$ cat src/rtl/mips_pkg.sv
// rtl/mips_pkg.sv - shared opcodes, ALU codes, FSM states and mux encodings for the multicycle controller
package mips_pkg;

    localparam logic [5:0] OP_RTYPE = 6'h00;
    localparam logic [5:0] OP_J     = 6'h02;
    localparam logic [5:0] OP_JAL   = 6'h03;
    localparam logic [5:0] OP_BEQ   = 6'h04;
    localparam logic [5:0] OP_BNE   = 6'h05;
    localparam logic [5:0] OP_ADDI  = 6'h08;
    localparam logic [5:0] OP_XORI  = 6'h0E;
    localparam logic [5:0] OP_LW    = 6'h23;
    localparam logic [5:0] OP_SW    = 6'h2B;

    localparam logic [5:0] FN_JR  = 6'h08;
    localparam logic [5:0] FN_ADD = 6'h20;
    localparam logic [5:0] FN_SUB = 6'h22;
    localparam logic [5:0] FN_AND = 6'h24;
    localparam logic [5:0] FN_OR  = 6'h25;
    localparam logic [5:0] FN_SLT = 6'h2A;

    typedef enum logic [2:0] {
        ALU_ADD  = 3'b000,
        ALU_SUB  = 3'b001,
        ALU_XOR  = 3'b010,
        ALU_SLT  = 3'b011,
        ALU_AND  = 3'b100,
        ALU_NAND = 3'b101,
        ALU_NOR  = 3'b110,
        ALU_OR   = 3'b111
    } alu_op_t;

    typedef enum logic [3:0] {
        S_FETCH    = 4'd0,
        S_DECODE   = 4'd1,
        S_EXEC_R   = 4'd2,
        S_WB_R     = 4'd3,
        S_EXEC_I   = 4'd4,
        S_WB_I     = 4'd5,
        S_MEM_ADDR = 4'd6,
        S_MEM_RD   = 4'd7,
        S_MEM_WB   = 4'd8,
        S_MEM_WR   = 4'd9,
        S_BRANCH   = 4'd10,
        S_JR       = 4'd11,
        S_JUMP     = 4'd12,
        S_FAULT    = 4'd13
    } state_t;

    localparam logic [1:0] PC_SRC_SEQ  = 2'd0;
    localparam logic [1:0] PC_SRC_BR   = 2'd1;
    localparam logic [1:0] PC_SRC_JUMP = 2'd2;
    localparam logic [1:0] PC_SRC_RS   = 2'd3;

    localparam logic [1:0] DST_RT  = 2'd0;
    localparam logic [1:0] DST_RD  = 2'd1;
    localparam logic [1:0] DST_R31 = 2'd2;

    localparam logic [1:0] M2R_ALU = 2'd0;
    localparam logic [1:0] M2R_MEM = 2'd1;
    localparam logic [1:0] M2R_PC  = 2'd2;

    localparam logic [1:0] B_RT      = 2'd0;
    localparam logic [1:0] B_FOUR    = 2'd1;
    localparam logic [1:0] B_IMM     = 2'd2;
    localparam logic [1:0] B_IMM_SH2 = 2'd3;

    function automatic logic r_funct_ok(input logic [5:0] f);
        return (f == FN_ADD) || (f == FN_SUB) || (f == FN_AND) ||
               (f == FN_OR)  || (f == FN_SLT);
    endfunction

    function automatic alu_op_t r_alu_op(input logic [5:0] f);
        case (f)
            FN_SUB:  return ALU_SUB;
            FN_AND:  return ALU_AND;
            FN_OR:   return ALU_OR;
            FN_SLT:  return ALU_SLT;
            default: return ALU_ADD;
        endcase
    endfunction

endpackage

$ cat src/rtl/mem_wait_timer.sv
// rtl/mem_wait_timer.sv - consecutive not-ready cycle counter for the memory handshake
// clk, reset : clock, async active-high reset
// clr        : zero the count (takes priority over en)
// en         : count one more not-ready cycle
// expired    : the current not-ready cycle is the last one allowed
module mem_wait_timer #(
    parameter int MEM_TIMEOUT = 16
) (
    input  logic clk,
    input  logic reset,
    input  logic clr,
    input  logic en,
    output logic expired
);

    localparam int W = (MEM_TIMEOUT > 0) ? $clog2(MEM_TIMEOUT + 1) : 1;

    logic [W-1:0] cnt;

    always_ff @(posedge clk or posedge reset) begin
        if (reset) begin
            cnt <= '0;
        end else if (clr) begin
            cnt <= '0;
        end else if (en) begin
            cnt <= cnt + W'(1);
        end
    end

    // cnt holds the not-ready cycles already spent, so the limit is hit
    // while the MEM_TIMEOUT-th one is in progress.
    generate
        if (MEM_TIMEOUT > 0) begin : g_limit
            assign expired = (cnt == W'(MEM_TIMEOUT - 1));
        end else begin : g_nolimit
            assign expired = 1'b0;
        end
    endgenerate

endmodule

$ cat src/rtl/multicycle_controller.sv
// rtl/multicycle_controller.sv - multicycle MIPS-subset control FSM with memory timeout and perf counters
// in : clk, reset (async, active-high), opcode, funct, zero, mem_ready
// out: pc_wr, pc_src, ir_wr, iord, mem_rd, mem_wr, reg_wr, reg_dst, mem_to_reg,
//      alu_src_a, alu_src_b, alu_op, fault, cycle_cnt, instr_cnt
module multicycle_controller
    import mips_pkg::*;
#(
    parameter int CNT_W       = 32,
    parameter int MEM_TIMEOUT = 16,
    parameter bit SUPPORT_JAL = 1'b1
) (
    input  logic             clk,
    input  logic             reset,
    input  logic [5:0]       opcode,
    input  logic [5:0]       funct,
    input  logic             zero,
    input  logic             mem_ready,
    output logic             pc_wr,
    output logic [1:0]       pc_src,
    output logic             ir_wr,
    output logic             iord,
    output logic             mem_rd,
    output logic             mem_wr,
    output logic             reg_wr,
    output logic [1:0]       reg_dst,
    output logic [1:0]       mem_to_reg,
    output logic             alu_src_a,
    output logic [1:0]       alu_src_b,
    output logic [2:0]       alu_op,
    output logic             fault,
    output logic [CNT_W-1:0] cycle_cnt,
    output logic [CNT_W-1:0] instr_cnt
);

    state_t state, next_state;
    logic   in_mem, expired, timeout, is_jal;

    assign in_mem  = (state == S_FETCH) || (state == S_MEM_RD) || (state == S_MEM_WR);
    assign is_jal  = SUPPORT_JAL && (opcode == OP_JAL);
    assign timeout = in_mem && !mem_ready && expired;

    // Not counting outside memory states and on completion leaves the count
    // at zero whenever a memory state is entered.
    mem_wait_timer #(.MEM_TIMEOUT(MEM_TIMEOUT)) u_wait (
        .clk     (clk),
        .reset   (reset),
        .clr     (!in_mem || mem_ready),
        .en      (in_mem && !mem_ready),
        .expired (expired)
    );

    always_comb begin
        next_state = state;
        case (state)
            S_FETCH: begin
                if (mem_ready)    next_state = S_DECODE;
                else if (timeout) next_state = S_FAULT;
            end
            S_DECODE: begin
                case (opcode)
                    OP_RTYPE: begin
                        if (funct == FN_JR)         next_state = S_JR;
                        else if (r_funct_ok(funct)) next_state = S_EXEC_R;
                        else                        next_state = S_FAULT;
                    end
                    OP_ADDI, OP_XORI: next_state = S_EXEC_I;
                    OP_LW, OP_SW:     next_state = S_MEM_ADDR;
                    OP_BEQ, OP_BNE:   next_state = S_BRANCH;
                    OP_J:             next_state = S_JUMP;
                    OP_JAL: begin
                        if (SUPPORT_JAL) next_state = S_JUMP;
                        else             next_state = S_FAULT;
                    end
                    default:          next_state = S_FAULT;
                endcase
            end
            S_EXEC_R:   next_state = S_WB_R;
            S_WB_R:     next_state = S_FETCH;
            S_EXEC_I:   next_state = S_WB_I;
            S_WB_I:     next_state = S_FETCH;
            S_MEM_ADDR: begin
                if (opcode == OP_LW) next_state = S_MEM_RD;
                else                 next_state = S_MEM_WR;
            end
            S_MEM_RD: begin
                if (mem_ready)    next_state = S_MEM_WB;
                else if (timeout) next_state = S_FAULT;
            end
            S_MEM_WB:   next_state = S_FETCH;
            S_MEM_WR: begin
                if (mem_ready)    next_state = S_FETCH;
                else if (timeout) next_state = S_FAULT;
            end
            S_BRANCH:   next_state = S_FETCH;
            S_JR:       next_state = S_FETCH;
            S_JUMP:     next_state = S_FETCH;
            S_FAULT:    next_state = S_FAULT;
            default:    next_state = S_FAULT;
        endcase
    end

    // The IR is only loaded in FETCH, so opcode/funct stay stable through
    // the rest of the instruction and may steer the per-state decode.
    always_comb begin
        pc_wr      = 1'b0;
        pc_src     = PC_SRC_SEQ;
        ir_wr      = 1'b0;
        iord       = 1'b0;
        mem_rd     = 1'b0;
        mem_wr     = 1'b0;
        reg_wr     = 1'b0;
        reg_dst    = DST_RT;
        mem_to_reg = M2R_ALU;
        alu_src_a  = 1'b0;
        alu_src_b  = B_RT;
        alu_op     = ALU_ADD;
        fault      = 1'b0;
        if (!reset) begin
            case (state)
                S_FETCH: begin
                    mem_rd    = 1'b1;
                    alu_src_b = B_FOUR;
                    ir_wr     = mem_ready;
                    pc_wr     = mem_ready;
                end
                S_DECODE:   alu_src_b = B_IMM_SH2;
                S_EXEC_R: begin
                    alu_src_a = 1'b1;
                    alu_op    = r_alu_op(funct);
                end
                S_WB_R: begin
                    reg_wr  = 1'b1;
                    reg_dst = DST_RD;
                end
                S_EXEC_I: begin
                    alu_src_a = 1'b1;
                    alu_src_b = B_IMM;
                    alu_op    = (opcode == OP_XORI) ? ALU_XOR : ALU_ADD;
                end
                S_WB_I:     reg_wr = 1'b1;
                S_MEM_ADDR: begin
                    alu_src_a = 1'b1;
                    alu_src_b = B_IMM;
                end
                S_MEM_RD: begin
                    mem_rd = 1'b1;
                    iord   = 1'b1;
                end
                S_MEM_WB: begin
                    reg_wr     = 1'b1;
                    mem_to_reg = M2R_MEM;
                end
                S_MEM_WR: begin
                    mem_wr = 1'b1;
                    iord   = 1'b1;
                end
                S_BRANCH: begin
                    alu_src_a = 1'b1;
                    alu_op    = ALU_SUB;
                    pc_src    = PC_SRC_BR;
                    pc_wr     = (opcode == OP_BNE) ? !zero : zero;
                end
                S_JR: begin
                    pc_wr  = 1'b1;
                    pc_src = PC_SRC_RS;
                end
                S_JUMP: begin
                    pc_wr  = 1'b1;
                    pc_src = PC_SRC_JUMP;
                    if (is_jal) begin
                        reg_wr     = 1'b1;
                        reg_dst    = DST_R31;
                        mem_to_reg = M2R_PC;
                    end
                end
                S_FAULT:    fault = 1'b1;
                default:    fault = 1'b0;
            endcase
        end
    end

    always_ff @(posedge clk or posedge reset) begin
        if (reset) begin
            state     <= S_FETCH;
            cycle_cnt <= '0;
            instr_cnt <= '0;
        end else begin
            state <= next_state;
            if (state != S_FAULT) begin
                cycle_cnt <= cycle_cnt + CNT_W'(1);
            end
            // FETCH waiting on itself is not a retirement; FAULT never reaches FETCH.
            if ((state != S_FETCH) && (next_state == S_FETCH)) begin
                instr_cnt <= instr_cnt + CNT_W'(1);
            end
        end
    end

endmodule

$ cat config.mk
export PLATFORM = sky130hd
export DESIGN_NAME = multicycle_controller
export DESIGN_NICKNAME = d
export VERILOG_FILES = /design/src/rtl/mips_pkg.sv /design/src/rtl/mem_wait_timer.sv /design/src/rtl/multicycle_controller.sv
export SDC_FILE = /design/constraint.sdc
export NUM_CORES = 1
export LEC_CHECK = 0
export BUFFER_PORTS_ARGS = -buffer_cell sky130_fd_sc_hd__buf_2
export CORE_MARGIN = 5
export CORE_UTILIZATION = 54
export CTS_CLUSTER_SIZE = 24
export DETAILED_ROUTE_END_ITERATION = 10
export GPL_TIMING_DRIVEN = 0
export PLACE_DENSITY = 0.8
export SYNTH_ARGS = -nofsm -noshare
export SYNTH_HDL_FRONTEND = slang
export SYNTH_SLANG_ARGS = --single-unit
$ cat constraint.sdc
create_clock -name clk -period 3.1 [get_ports clk]
set_clock_uncertainty 0.1 [all_clocks]
set_input_delay 0.31 -clock clk [delete_from_list [all_inputs] [get_ports clk]]
set_output_delay 0.31 -clock clk [all_outputs]
set_load 0.1 [all_outputs]
-- Yosys cells after proc, flatten, opt, wreduce, memory -nomap -nowiden
Cells that the tools add are included.
Widths: inputs -> output; s select.
- input bits: 16
- bits in registers: 73
- output and inout bits: 83
- equality and inequality tests: 29
- add/subtract/negate cells: 3
- multiplexer cells: 42
- reduce and logical (&&, ||, !) cells: 29
- operators with widths (operator ; number):
    $add 32x1->32 const B ; 2
    $eq 6x6->1 const B ; 7
    $pmux 4 s8 ; 1
    $mux 4 ; 7
    $eq 4x4->1 const B ; 6
    $pmux 4 s5 ; 1
    $eq 6x4->1 const B ; 3
    $eq 4x3->1 const B ; 4
    $mux 1 ; 16
    $reduce_or 2->1 ; 8
    $eq 6x2->1 const B ; 2
    $eq 6x3->1 const B ; 2
    $mux 2 ; 6
    $pmux 2 s3 ; 2
    $pmux 3 s4 ; 1
    $mux 5 ; 2
    $pmux 3 s3 ; 1
    $eq 4x2->1 const B ; 2
    $logic_not 4->1 ; 2
    $pmux 2 s2 ; 2
    $logic_or 1x1->1 ; 7
    $logic_not 6->1 ; 1
    $reduce_or 6->1 ; 1
    $add 5x1->5 const B ; 1
    other kinds (12) ; 16

-- Logic depth before layout (Yosys ltp)
Gate-level depths: netlist of the first run.
- depth after elaboration: 11
- depth in mapped cells: 12
- mapped depth without buffers: 10

-- Modules after synthesis
From an unflattened synthesis of the first run, not the netlist that was laid out.
- cells, all modules: 435
- area total of the unflattened synthesis: 4157.7 µm²
- modules (own cells, without submodules) (module ; area each (µm²) ; cells an instance ; times used):
    multicycle_controller ; 3875.0 ; 411 ; 1
    mem_wait_timer ; 282.8 ; 24 ; 1

-- Least setup slack after synthesis of the first run
OpenSTA, ideal clock, no wires.
- path kind: register -> output
- from: register state[2]
- to: output port alu_src_a
- data arrival time: 5.798 ns
- cell stages (with the launch flop): 6
- path buffers: 3
- setup slack: -3.108 ns
- cell sequence: dfrtp_1 buf_2 buf_1 buf_1 nor2_1 a2111oi_0
- cells in the longest elaborated chain, start to end: 4
- ends and longest elaborated chain (item ; RTL line ; RTL):
    start: declaration ; multicycle_controller.sv:35 ; state_t state, next_state;
    start signal: assignment ; multicycle_controller.sv:188 ; state <= next_state;
    $eq 4x2->1, or another cell as far along ; multicycle_controller.sv:119 ; case (state)
    $reduce_or 4->1 (no line) * ; n/a ;
    $mux 1 * ; multicycle_controller.sv:119 ;
    $mux 1 * ; multicycle_controller.sv:118 ; if (!reset) begin
    end: declaration ; multicycle_controller.sv:27 ; output logic alu_src_a,
Mark *: on every way between the ends. The rest lies on a longest branch, timed or not.

-- Final worst setup path of the first run
- from: register u_wait.cnt[0]
- to: register instr_cnt[9]
- cells in the longest elaborated chain, start to end: 7
- ends and longest elaborated chain (item ; RTL line ; RTL):
    start: declaration ; mem_wait_timer.sv:18 ; logic [W-1:0] cnt;
    start signal: assignment ; mem_wait_timer.sv:26 ; cnt <= cnt + W'(1);
    $eq 5x4->1 * ; mem_wait_timer.sv:34 ; assign expired = (cnt == W'(MEM_TIMEOUT - 1));
    $logic_and 1x1->1 * ; multicycle_controller.sv:40 ; assign timeout = in_mem && !mem_ready && expired;
    $mux 4 * ; multicycle_controller.sv:57, multicycle_controller.sv:87, multicycle_controller.sv:92 ;
    $mux 4 (on tied branches) ; multicycle_controller.sv:91, multicycle_controller.sv:56, multicycle_controller.sv:86 ;
    $pmux 4 s8 * ; multicycle_controller.sv:54 ; case (state)
    via next_state[1] ; multicycle_controller.sv:35 ;
    $logic_not 4->1 * ; multicycle_controller.sv:193 ; if ((state != S_FETCH) && (next_state == S_FETCH)) begin
    $logic_and 1x1->1 * ; multicycle_controller.sv:193 ;
    end signal: assignment ; multicycle_controller.sv:194 ; instr_cnt <= instr_cnt + CNT_W'(1);
    end: declaration ; multicycle_controller.sv:32 ; output logic [CNT_W-1:0] instr_cnt
The timed path passes the listed nets; every way through them passes the cells marked *.
A chain may end at the register's enable or synchronous reset.

==> reports/qor.csv, run 1 <==
stage,metric,value,unit
status,run status,"complete, no violations",
power,Int Power,2050,µW
timing,Fin. Hold Viols,0,
power,Seq pwr share,0.281,
die,Core ar.,0.00733,mm²
power,P_sw,2250,µW
finish,final instance area,0.00525,mm²
timing,Period minus WS final,2.99,ns
power,Sw Share,0.524,
finish,diode count,0,
min_path,HP Class,input port to register,
synth,"Primary FF master, synth",dfrtp_1,
setup_path,Worst Path Max Fanout,10,
min_path,hold wc startpoint,funct[4],
grt,largest net degree at the start of global routing,30,
timing,hold slack,0.209,ns
timing,worst slew pin tran,0.713,ns
setup_path,Setup CP Type,register to register,
detailed_routing,# DRC,0,
placement,Placement Cell Area,0.00484,mm²
clock_tree,clk slew on worst S/H paths,0.08,ns
synth,Mean Syn Cell Area,9.50,µm²
detailed_routing,DR pass1 iterations,4,
die,chip width,97.2,µm
setup_path,crit path launch type,register,
grt,vias in the first global route,3505,
setup_path,Max stage delay on crit path,0.54,ns
clock_tree,Worst-Skew Late Latency,0.35,ns
clock_tree,clock buffer depth,2,
synth,Mapped Nets,452,
power,Clock power frac,0.173,
grt,GR Overflow Total,0,
synth,Syn Inst Count,432,
synth,asr flop ratio synth,1.00,
finish,share of cells above drive strength 1,0.304,
finish,# fillers,524,
timing,fin crit share,0.965,
placement,Port Buf Inserts,96,
setup_path,worst-path cell chain,ha_2 > and3_1 > ha_2 > nand4bb_1 > o311ai_1 > a22o_1 > a21o_1 > or4_4 > buf_6 > buf_6 > nor3_1 > xor2_1,
flow_run,max_cap viols,0,
timing,Max Clk Rate,334,MHz
power,PD cells,819,mW/mm²
finish,post-layout util,0.717,
synth,Cell variety after synth,55,
die,Starting Density,0.560,
grt,first-pass GRT wire length,16.9,mm
placement,detailed placement HPWL,7.39,mm
clock_tree,Num CTS Buffers,9,
power,post-route total power,4300,µW
power,Max IR drop VDD,0.527,mV
synth,#FFs+latches synth,73,
detailed_routing,drt total wl,10.4,mm
detailed_routing,wire per inst,16.1,µm
die,row cnt,31,
synth,Post-synth EDFFs,0,
setup_path,worst r2r src,u_wait.cnt[0],
detailed_routing,remaining antenna violation count,0,
die,die area,0.00944,mm²
detailed_routing,routed vias,3663,
placement,Placer Congestion,0.892,
clock_tree,H-tree level count,3,
timing,count of final setup violators,0,
timing,Slew Limit Fails,0,
synth,register area share after synthesis,0.445,
timing,relative slew slack,0.525,
clock_tree,CTS tree,done,
timing,final worst slack,0.110,ns
placement,dpl ws,-0.120,ns
finish,Area Overhead vs Synth,28.0,%
die,Die Ht,97.2,µm
finish,nets@finish,565,
power,leakage power,0.00264,µW
power,Logic pwr share,0.547,
setup_path,R2R setup slack,0.11,ns
detailed_routing,Initial DRC Count,167,
die,IO Count,99,
setup_path,WP data arrival,3.16,ns
grt,antenna violations before repair,0,
setup_path,Setup crit end kind,register,
clock_tree,CTS sink cnt,73,
setup_path,Critical Path Start,u_wait.cnt[0],
synth,Syn Std Cell Area,0.00410,mm²
detailed_routing,Via density,5.64,
clock_tree,Root Driver,clkbuf_8,
setup_path,CP required,3.27,ns
min_path,hold-critical path depth,3,
synth,Ys Warns,0,
setup_path,Worst path slowest cell,or4_4,
setup_path,cells on worst reg2reg path,12,
grt,GRT Util Overall,0.212,
## what timing repair did
action	in CTS	in global routing
setup buffers	2	1
hold buffers	1	0
endpoints found under the hold margin	22	0
pin swaps	2	19
gates resized for setup	13	29
setup endpoints to repair	27	37
## cells in the final DEF (no fill, tap or decap), types with 4 or more instances in the layout
| cell | n |
|---|---|
| buf_2 | 101 |
| dfrtp_1 | 73 |
| nand2_1 | 37 |
| xor2_1 | 35 |
| nor2_1 | 34 |
| xnor2_1 | 32 |
| nand3_1 | 26 |
| and3_1 | 15 |
| nand4_1 | 13 |
| nor4_4 | 11 |
| nor3_1 | 10 |
| inv_1 | 10 |
| clkbuf_8 | 10 |
| o21ai_0 | 9 |
| nor2b_1 | 8 |
| clkbuf_1 | 8 |
| nor3_2 | 7 |
| a21oi_1 | 6 |
| and4_1 | 6 |
| nand2b_1 | 6 |
| or3_1 | 5 |
| buf_1 | 4 |
| nor3b_1 | 4 |
| mux2_2 | 4 |
| nor4b_1 | 4 |
| nand4b_1 | 4 |
## routing by layer
layer | GRT usage | up-vias | share of wire
met1 | 0.270 | 1778 | 0.43
met5 | 0 | - | 0
li1 | - | 1754 | -
met4 | 0.0875 | 0 | 0.017
met3 | 0.0416 | 16 | 0.058
met2 | 0.354 | 115 | 0.50
## power groups by stage
stage,sequential (µW),combinational (µW),clock (µW)
finish,1210,2350,742
global route,1230,2470,796
CTS,1200,2190,745
detailed placement,1220,2130,0
global placement,1210,2100,0
floorplan,1840,1120,0
## sequential cells by signal, summed over array words and instances, names as in the netlist
register / count
instr_cnt: 32
u_wait.cnt: 5
cycle_cnt: 32
state: 4
## logic make-up (layout without fill, tap and decap cells)
group	after synthesis	after routing	share of synthesized area
AOI/OAI and AO/OA	37	37	0.0643
xor gates and xnor gates	67	67	0.143
adders and majority gates	4	4	0.0122
muxes	6	6	0.0159
and+or+nand+nor	211	211	0.285
buffers and inverters	34	152	0.0348
DFF	73	73	0.445
## area by class of cell
type / instances / area, µm² / share of cell area
repair buffers: 102 / 563 / 0.107
inverters: 11 / 45.0 / 0.00858
clock inverters: 5 / 55.1 / 0.0105
plain buffers: 23 / 129 / 0.0245
multi-input cells: 325 / 2370 / 0.451
well taps: 99 / 124 / 0.0236
flip-flops and latches: 73 / 1830 / 0.348
clock buffers: 11 / 141 / 0.0269
## worst paths after layout
| kind | end |
|---|---|
| setup / recovery | instr_cnt[9] |
| hold / removal | state[2] |
| setup reg to reg | instr_cnt[9] |
| hold reg to reg | cycle_cnt[31] |
| max in group asynchronous | instr_cnt[19] |
| min in group asynchronous | cycle_cnt[5] |
## Yosys cell counts, types with 3 or more instances
cell	instances	area, µm²
mux2_2	4	45.0
nand2_1	37	139
dfrtp_1	73	1830
clkbuf_1	10	37.5
xnor2_1	32	280
nand4_1	13	81.3
ha_1	4	50.1
inv_1	11	41.3
nor2b_1	8	50.1
nor4_2	4	50.1
buf_2	6	30.0
o21ai_0	9	45.0
and4_1	6	52.6
and3_1	15	93.8
and2_1	3	18.8
nand2b_1	6	37.5
nand4b_1	4	35.0
xor2_1	35	307
or3_1	5	31.3
nand3_1	26	130
nor3b_1	5	37.5
a21oi_1	6	30.0
nor2_1	36	135
buf_1	6	22.5
nor3_1	19	95.1
nor4b_1	5	43.8
nor4_1	9	56.3
## worst max-delay path, delay by kind of cell (launching register included)
| family | cells | cell delay (ns) |
|---|---|---|
| adders and majority gates | 2 | 0.38 |
| AOI/OAI and AO/OA | 3 | 0.48 |
| buffers and inverters | 2 | 0.30 |
| and+or+nand+nor | 4 | 1.11 |
| DFF | 1 | 0.37 |
| xor gates and xnor gates | 1 | 0.18 |
## through the flow
step	setup TNS [ns]	std cells
6_report	0	649
5_1_grt	-0.0516	649
4_1_cts	0	648
3_5_place_dp	-1.42	629
3_3_place_gp	-0.835	627
2_1_floorplan	-0.562	432
(Power assumes the default switching activity.)
==> run 2: changes to the inputs <==
--- a/config.mk
+++ b/config.mk
@@ -5,13 +5,14 @@
 export SDC_FILE = /design/constraint.sdc
 export NUM_CORES = 1
 export LEC_CHECK = 0
-export BUFFER_PORTS_ARGS = -buffer_cell sky130_fd_sc_hd__buf_2
 export CORE_MARGIN = 5
-export CORE_UTILIZATION = 54
+export CORE_UTILIZATION = 66
+export CTS_BUF_LIST = sky130_fd_sc_hd__clkbuf_8
 export CTS_CLUSTER_SIZE = 24
 export DETAILED_ROUTE_END_ITERATION = 10
+export DONT_BUFFER_PORTS = 1
 export GPL_TIMING_DRIVEN = 0
-export PLACE_DENSITY = 0.8
+export PLACE_DENSITY = 0.82
 export SYNTH_ARGS = -nofsm -noshare
 export SYNTH_HDL_FRONTEND = slang
 export SYNTH_SLANG_ARGS = --single-unit
==> reports/qor.csv, run 2 (synthesis gave the netlist of run 1 again) <==
stage,metric,value,unit
clock_tree,CTS sink cnt,73,
placement,placed cell count,509,
setup_path,Critical Path Start,u_wait.cnt[1],
finish,Register Area,0.00187,mm²
grt,largest net degree at the start of global routing,30,
timing,hold slack,0.123,ns
setup_path,R2R setup slack,0.02,ns
setup_path,CP required,3.25,ns
power,Logic pwr share,0.379,
setup_path,crit path launch type,register,
finish,nets@finish,470,
finish,"commonest cells after routing, fill and taps aside","49 x dfrtp_1, 37 x nand2_1, 35 x xor2_1, 32 x xnor2_1, 31 x nor2_1",
finish,area of the multi-input gates,0.00245,mm²
grt,antenna violations before repair,0,
die,chip width,88.9,µm
power,post-route total power,4260,µW
setup_path,cell depth of the worst setup path,12,
timing,Max Clk Rate,324,MHz
power,leakage power,0.00216,µW
setup_path,Max stage delay on crit path,0.54,ns
timing,Period minus WS final,3.08,ns
grt,first-pass GRT wire length,15.4,mm
timing,Slew Limit Fails,0,
setup_path,worst-path cell chain,ha_2 > and3_1 > ha_2 > nand4bb_1 > o311ai_1 > a22o_1 > a21o_1 > or4_4 > buf_6 > buf_8 > nor4_2 > xnor2_1,
power,Sw Share,0.529,
detailed_routing,wire per inst,19.1,µm
die,row cnt,28,
detailed_routing,DR pass1 iterations,4,
placement,Port Buf Inserts,0,
setup_path,worst setup path endpoint,instr_cnt[24],
power,Int Power,2010,µW
die,Starting Density,0.685,
grt,GRT Util Overall,0.250,
placement,detailed placement HPWL,6.71,mm
die,Core ar.,0.00599,mm²
timing,Fin. Hold Viols,0,
power,Max IR drop VDD,0.757,mV
setup_path,Setup CP Type,register to register,
finish,final instance area,0.00488,mm²
detailed_routing,remaining antenna violation count,0,
timing,accumulated negative setup slack,0,ns
timing,fin crit share,0.994,
die,Die Ht,88.9,µm
finish,Area Overhead vs Synth,18.9,%
finish,share of cells above drive strength 1,0.233,
power,Seq pwr share,0.444,
finish,filler-free cell count of the finished design,529,
detailed_routing,Via density,6.43,
setup_path,Worst path slowest cell,or4_4,
clock_tree,clock buffer depth,2,
flow_run,max_cap viols,0,
clock_tree,Num CTS Buffers,9,
finish,"commonest non-fill, non-tap cell in the layout",dfrtp_1,
detailed_routing,met2 WL post-DR,4.97,mm
setup_path,Worst Path Max Fanout,10,
die,die area,0.00790,mm²
clock_tree,H-tree level count,3,
timing,RSZ-0062 raised after global routing,true,
placement,Placement Cell Area,0.00437,mm²
setup_path,Worst R2R End,instr_cnt[24],
min_path,HP Class,input port to register,
clock_tree,CTS tree,done,
placement,Placer Congestion,0.903,
clock_tree,clk slew on worst S/H paths,0.08,ns
detailed_routing,drt total wl,10.1,mm
power,PD cells,873,mW/mm²
power,P_sw,2250,µW
finish,diode count,0,
setup_path,Buf/Inv on CP,2,
detailed_routing,WL met1,4.11,mm
detailed_routing,# DRC,0,
finish,# fillers,353,
setup_path,cells on worst reg2reg path,12,
finish,biggest regs,"cycle_cnt: 32 flops, instr_cnt: 32 flops, u_wait.cnt: 5 flops",
timing,worst slew pin tran,1.42,ns
grt,GR Overflow Total,0,
setup_path,worst r2r src,u_wait.cnt[1],
status,run status,"complete, no violations",
timing,relative slew slack,0.0502,
power,Clock power frac,0.177,
clock_tree,Root Driver,clkbuf_8,
setup_path,Setup crit end kind,register,
grt,vias in the first global route,3249,
detailed_routing,met3 wire len,846,µm
setup_path,"most used cell, CP",ha_2,
clock_tree,Worst-Skew Late Latency,0.33,ns
timing,count of final setup violators,0,
die,IO Count,99,
detailed_routing,Initial DRC Count,213,
setup_path,CP top delay family,simple AND/OR/NAND/NOR gates,
detailed_routing,Top Layer Used,met4,
setup_path,WP data arrival,3.23,ns
detailed_routing,routed vias,3399,
-- run 2: worst min-delay path by stage --
stage / startpoint / end / slack (ns) / cells after the start
after floorplan: u_wait.cnt[0] / u_wait.cnt[0] / 0.33 / 1
final: funct[4] / state[2] / 0.12 / 2
after global placement: u_wait.cnt[0] / u_wait.cnt[0] / 0.35 / 1
after global routing: funct[4] / state[2] / 0.15 / 2
after CTS: funct[4] / state[2] / 0.12 / 2
after detailed placement: reset / cycle_cnt[1] / 0.13 / 1
-- run 2: power by group through the flow --
| stage | clock [µW] | combinational, µW | sequential (µW) |
|---|---|---|---|
| 6_report | 754 | 1620 | 1890 |
| 5_1_grt | 817 | 1730 | 1920 |
| 4_1_cts | 757 | 1460 | 1870 |
| 3_5_place_dp | 0 | 1370 | 1890 |
| 3_3_place_gp | 0 | 1300 | 1880 |
| 2_1_floorplan | 0 | 1120 | 1840 |
-- run 2: layout make-up --
cell class / count / share of cell area
clock buffer: 11 / 0.0310
sequential: 73 / 0.382
inverter: 11 / 0.00923
clock inverter: 4 / 0.0105
tap: 75 / 0.0192
timing repair buffer: 8 / 0.0179
buffer: 22 / 0.0285
multi-input combinational: 325 / 0.501
-- run 2: worst reg2reg max path, stage by stage, from the launching register on --
cell	delay (ns)
dfrtp_1	0.38
ha_2	0.20
and3_1	0.16
ha_2	0.20
nand4bb_1	0.16
o311ai_1	0.11
a22o_1	0.21
a21o_1	0.17
or4_4	0.54
buf_6	0.15
buf_8	0.16
nor4_2	0.31
xnor2_1	0.15
-- run 2: layer usage --
metal | vias to the layer above | global-route usage
li1 | 1564 | -
met1 | 1668 | 0.331
met2 | 149 | 0.396
met3 | 18 | 0.0745
met4 | 0 | 0.0797
met5 | - | 0
-- run 2: stage by stage --
stage,setup WS [ns],util
2_1_floorplan,-0.501,-
3_3_place_gp,-0.735,0.714
3_5_place_dp,-0.308,0.730
4_1_cts,-0.0355,0.787
5_1_grt,-0.0811,0.815
6_report,0.0176,0.815
-- run 2: timing repair --
item,CTS,global route
gates resized for setup,34,47
pin swaps,4,14
setup buffers,3,2
hold buffers,1,0
endpoints found under the setup margin,39,45
endpoints found under the hold margin,16,0
==> run 3: changes to the inputs <==
--- a/config.mk
+++ b/config.mk
@@ -11,7 +11,6 @@
 export CTS_CLUSTER_SIZE = 24
 export DETAILED_ROUTE_END_ITERATION = 10
 export DONT_BUFFER_PORTS = 1
-export GPL_TIMING_DRIVEN = 0
 export PLACE_DENSITY = 0.82
 export SYNTH_ARGS = -nofsm -noshare
 export SYNTH_HDL_FRONTEND = slang
==> reports/qor.csv, run 3 (synthesis gave the netlist of run 1 again) <==
stage,metric,value,unit
status,run status,"complete, but fails checks",
status,failing checks,negative setup slack,
grt,first-pass GRT wire length,18.4,mm
finish,nets@finish,532,
clock_tree,Root Driver,clkbuf_8,
clock_tree,clock buffer depth,2,
finish,"commonest cells after routing, fill and taps aside","87 x buf_4, 73 x dfrtp_1, 37 x nand2_1, 35 x xor2_1",
detailed_routing,DR pass1 iterations,6,
grt,GRT Util Overall,0.302,
die,chip width,88.9,µm
die,row cnt,28,
die,die area,0.00790,mm²
clock_tree,CTS sink cnt,73,
power,P_sw,2390,µW
power,Clock power frac,0.151,
finish,biggest regs,"cycle_cnt: 32 flops, instr_cnt: 32 flops, u_wait.cnt: 5 flops",
clock_tree,clk slew on worst S/H paths,0.09,ns
setup_path,WP data arrival,3.39,ns
timing,final worst slack,-0.123,ns
detailed_routing,routed vias,3923,
timing,Slew Limit Fails,0,
power,leakage power,0.00254,µW
grt,largest net degree at the start of global routing,55,
die,Core ar.,0.00599,mm²
detailed_routing,drt total wl,12.5,mm
clock_tree,H-tree level count,3,
setup_path,CP required,3.27,ns
finish,Register Area,0.00183,mm²
clock_tree,CTS tree,done,
grt,vias in the first global route,3774,
detailed_routing,# DRC,0,
min_path,hold-critical path depth,2,
timing,Max Clk Rate,310,MHz
die,Starting Density,0.685,
finish,filler-free cell count of the finished design,592,
finish,post-layout util,0.890,
timing,Period minus WS final,3.22,ns
power,Logic pwr share,0.585,
clock_tree,Num CTS Buffers,9,
power,PD cells,840,mW/mm²
timing,relative slew slack,0.370,
min_path,HP Class,input port to register,
power,Max IR drop VDD,1.02,mV
setup_path,Setup crit end kind,register,
min_path,hold wc startpoint,funct[4],
detailed_routing,Initial DRC Count,376,
die,Die Ht,88.9,µm
setup_path,R2R setup slack,-0.12,ns
power,Sw Share,0.534,
finish,share of cells above drive strength 1,0.292,
clock_tree,Worst-Skew Late Latency,0.36,ns
detailed_routing,wire per inst,21.2,µm
finish,final instance area,0.00533,mm²
setup_path,Worst Path Max Fanout,8,
setup_path,Worst path slowest cell,or4_4,
finish,diode count,0,
detailed_routing,Via density,6.63,
finish,Area Overhead vs Synth,29.9,%
timing,Fin. Hold Viols,0,
timing,RSZ-0062 raised after global routing,true,
placement,Port Buf Inserts,0,
setup_path,worst r2r src,u_wait.cnt[0],
setup_path,crit path launch type,register,
setup_path,Worst R2R End,instr_cnt[14],
flow_run,max_cap viols,0,
timing,worst slew pin tran,0.945,ns
power,Int Power,2090,µW
placement,Placement Cell Area,0.00492,mm²
detailed_routing,remaining antenna violation count,0,
die,IO Count,99,
timing,accumulated negative setup slack,-0.187,ns
finish,# fillers,289,
placement,placed cell count,573,
finish,"commonest non-fill, non-tap cell in the layout",buf_4,
setup_path,worst-path cell chain,ha_2 > and3_4 > ha_4 > nand4bb_4 > o311ai_1 > a22o_1 > a21o_1 > or4_4 > buf_12 > nor4_2 > xor2_1,
grt,antenna violations before repair,0,
power,Seq pwr share,0.264,
min_path,WHS Endpoint,state[2],
placement,Placer Congestion,0.910,
placement,detailed placement HPWL,7.72,mm
timing,fin crit share,1.04,
finish,area of the multi-input gates,0.00244,mm²
setup_path,Setup CP Type,register to register,
timing,count of final setup violators,3,
setup_path,Max stage delay on crit path,0.58,ns
grt,GR Overflow Total,0,
setup_path,cells on worst reg2reg path,11,
## run 3: changes by cell type in the layout (fill, tap and decap cells not counted), sizes merged
cell and delta:
clkinvlp +1, buf +70, bufinv -1, inv +1, clkbuf -10, clkinv +2
## run 3: layout make-up
class,count,area share
Tap cell,75,0.0176
Sequential cell,73,0.343
Clock buffer,9,0.0232
Inverter,11,0.00845
Clock inverter,7,0.00868
Multi-Input combinational cell,325,0.458
Timing Repair Buffer,92,0.142
## run 3: worst max-delay path, delay by kind of cell (launching register included)
family,cells,cell delay [ns]
and+or+nand+nor,4,1.30
AOI/OAI and AO/OA,3,0.53
DFF,1,0.39
adders and majority gates,2,0.36
xor gates and xnor gates,1,0.25
buffers and inverters,1,0.20
## run 3: what timing repair did
| item | CTS | global route |
|---|---|---|
| setup buffers | 0 | 0 |
| endpoints found under the hold margin | 19 | 0 |
| endpoints found under the setup margin | 11 | 30 |
| gates resized for setup | 12 | 16 |
| cloned | 1 | 1 |
| pin swaps | 0 | 4 |
| hold buffers | 1 | 0 |
## run 3: stage by stage
step	hold slack [ns]	total power [µW]	worst slack [ns]
5_1_grt	0.0903	4630	-0.182
3_5_place_dp	0.135	3470	-0.101
3_3_place_gp	0.137	3410	0.0886
2_1_floorplan	0.333	2960	-0.501
6_report	0.105	4480	-0.123
4_1_cts	0.0929	4290	0.0167
## run 3: metal layers
metal  vias up  wire length (µm)  GRT usage
met5         -                 0          0
met4         0               500      0.118
met3        74              1370     0.0931
met2       284              6300      0.520
met1      1886              4360      0.349
li1       1679                 -          -
## run 3: worst max path at each step
stage / startpoint / end / slack [ns]
after floorplan: state[2] / alu_src_a / -0.50
after global placement: u_wait.cnt[0] / instr_cnt[23] / 0.09
after detailed placement: u_wait.cnt[0] / instr_cnt[27] / -0.10
after CTS: u_wait.cnt[0] / instr_cnt[8] / 0.02
after global routing: state[0] / instr_cnt[14] / -0.18
final: u_wait.cnt[0] / instr_cnt[14] / -0.12
## run 3: power by group through the flow
stage	registers (µW)	clock network [µW]	logic, µW
floorplan	1840	0	1120
global placement	1170	0	2230
detailed placement	1180	0	2290
CTS	1170	664	2460
global route	1200	715	2720
finish	1180	677	2620
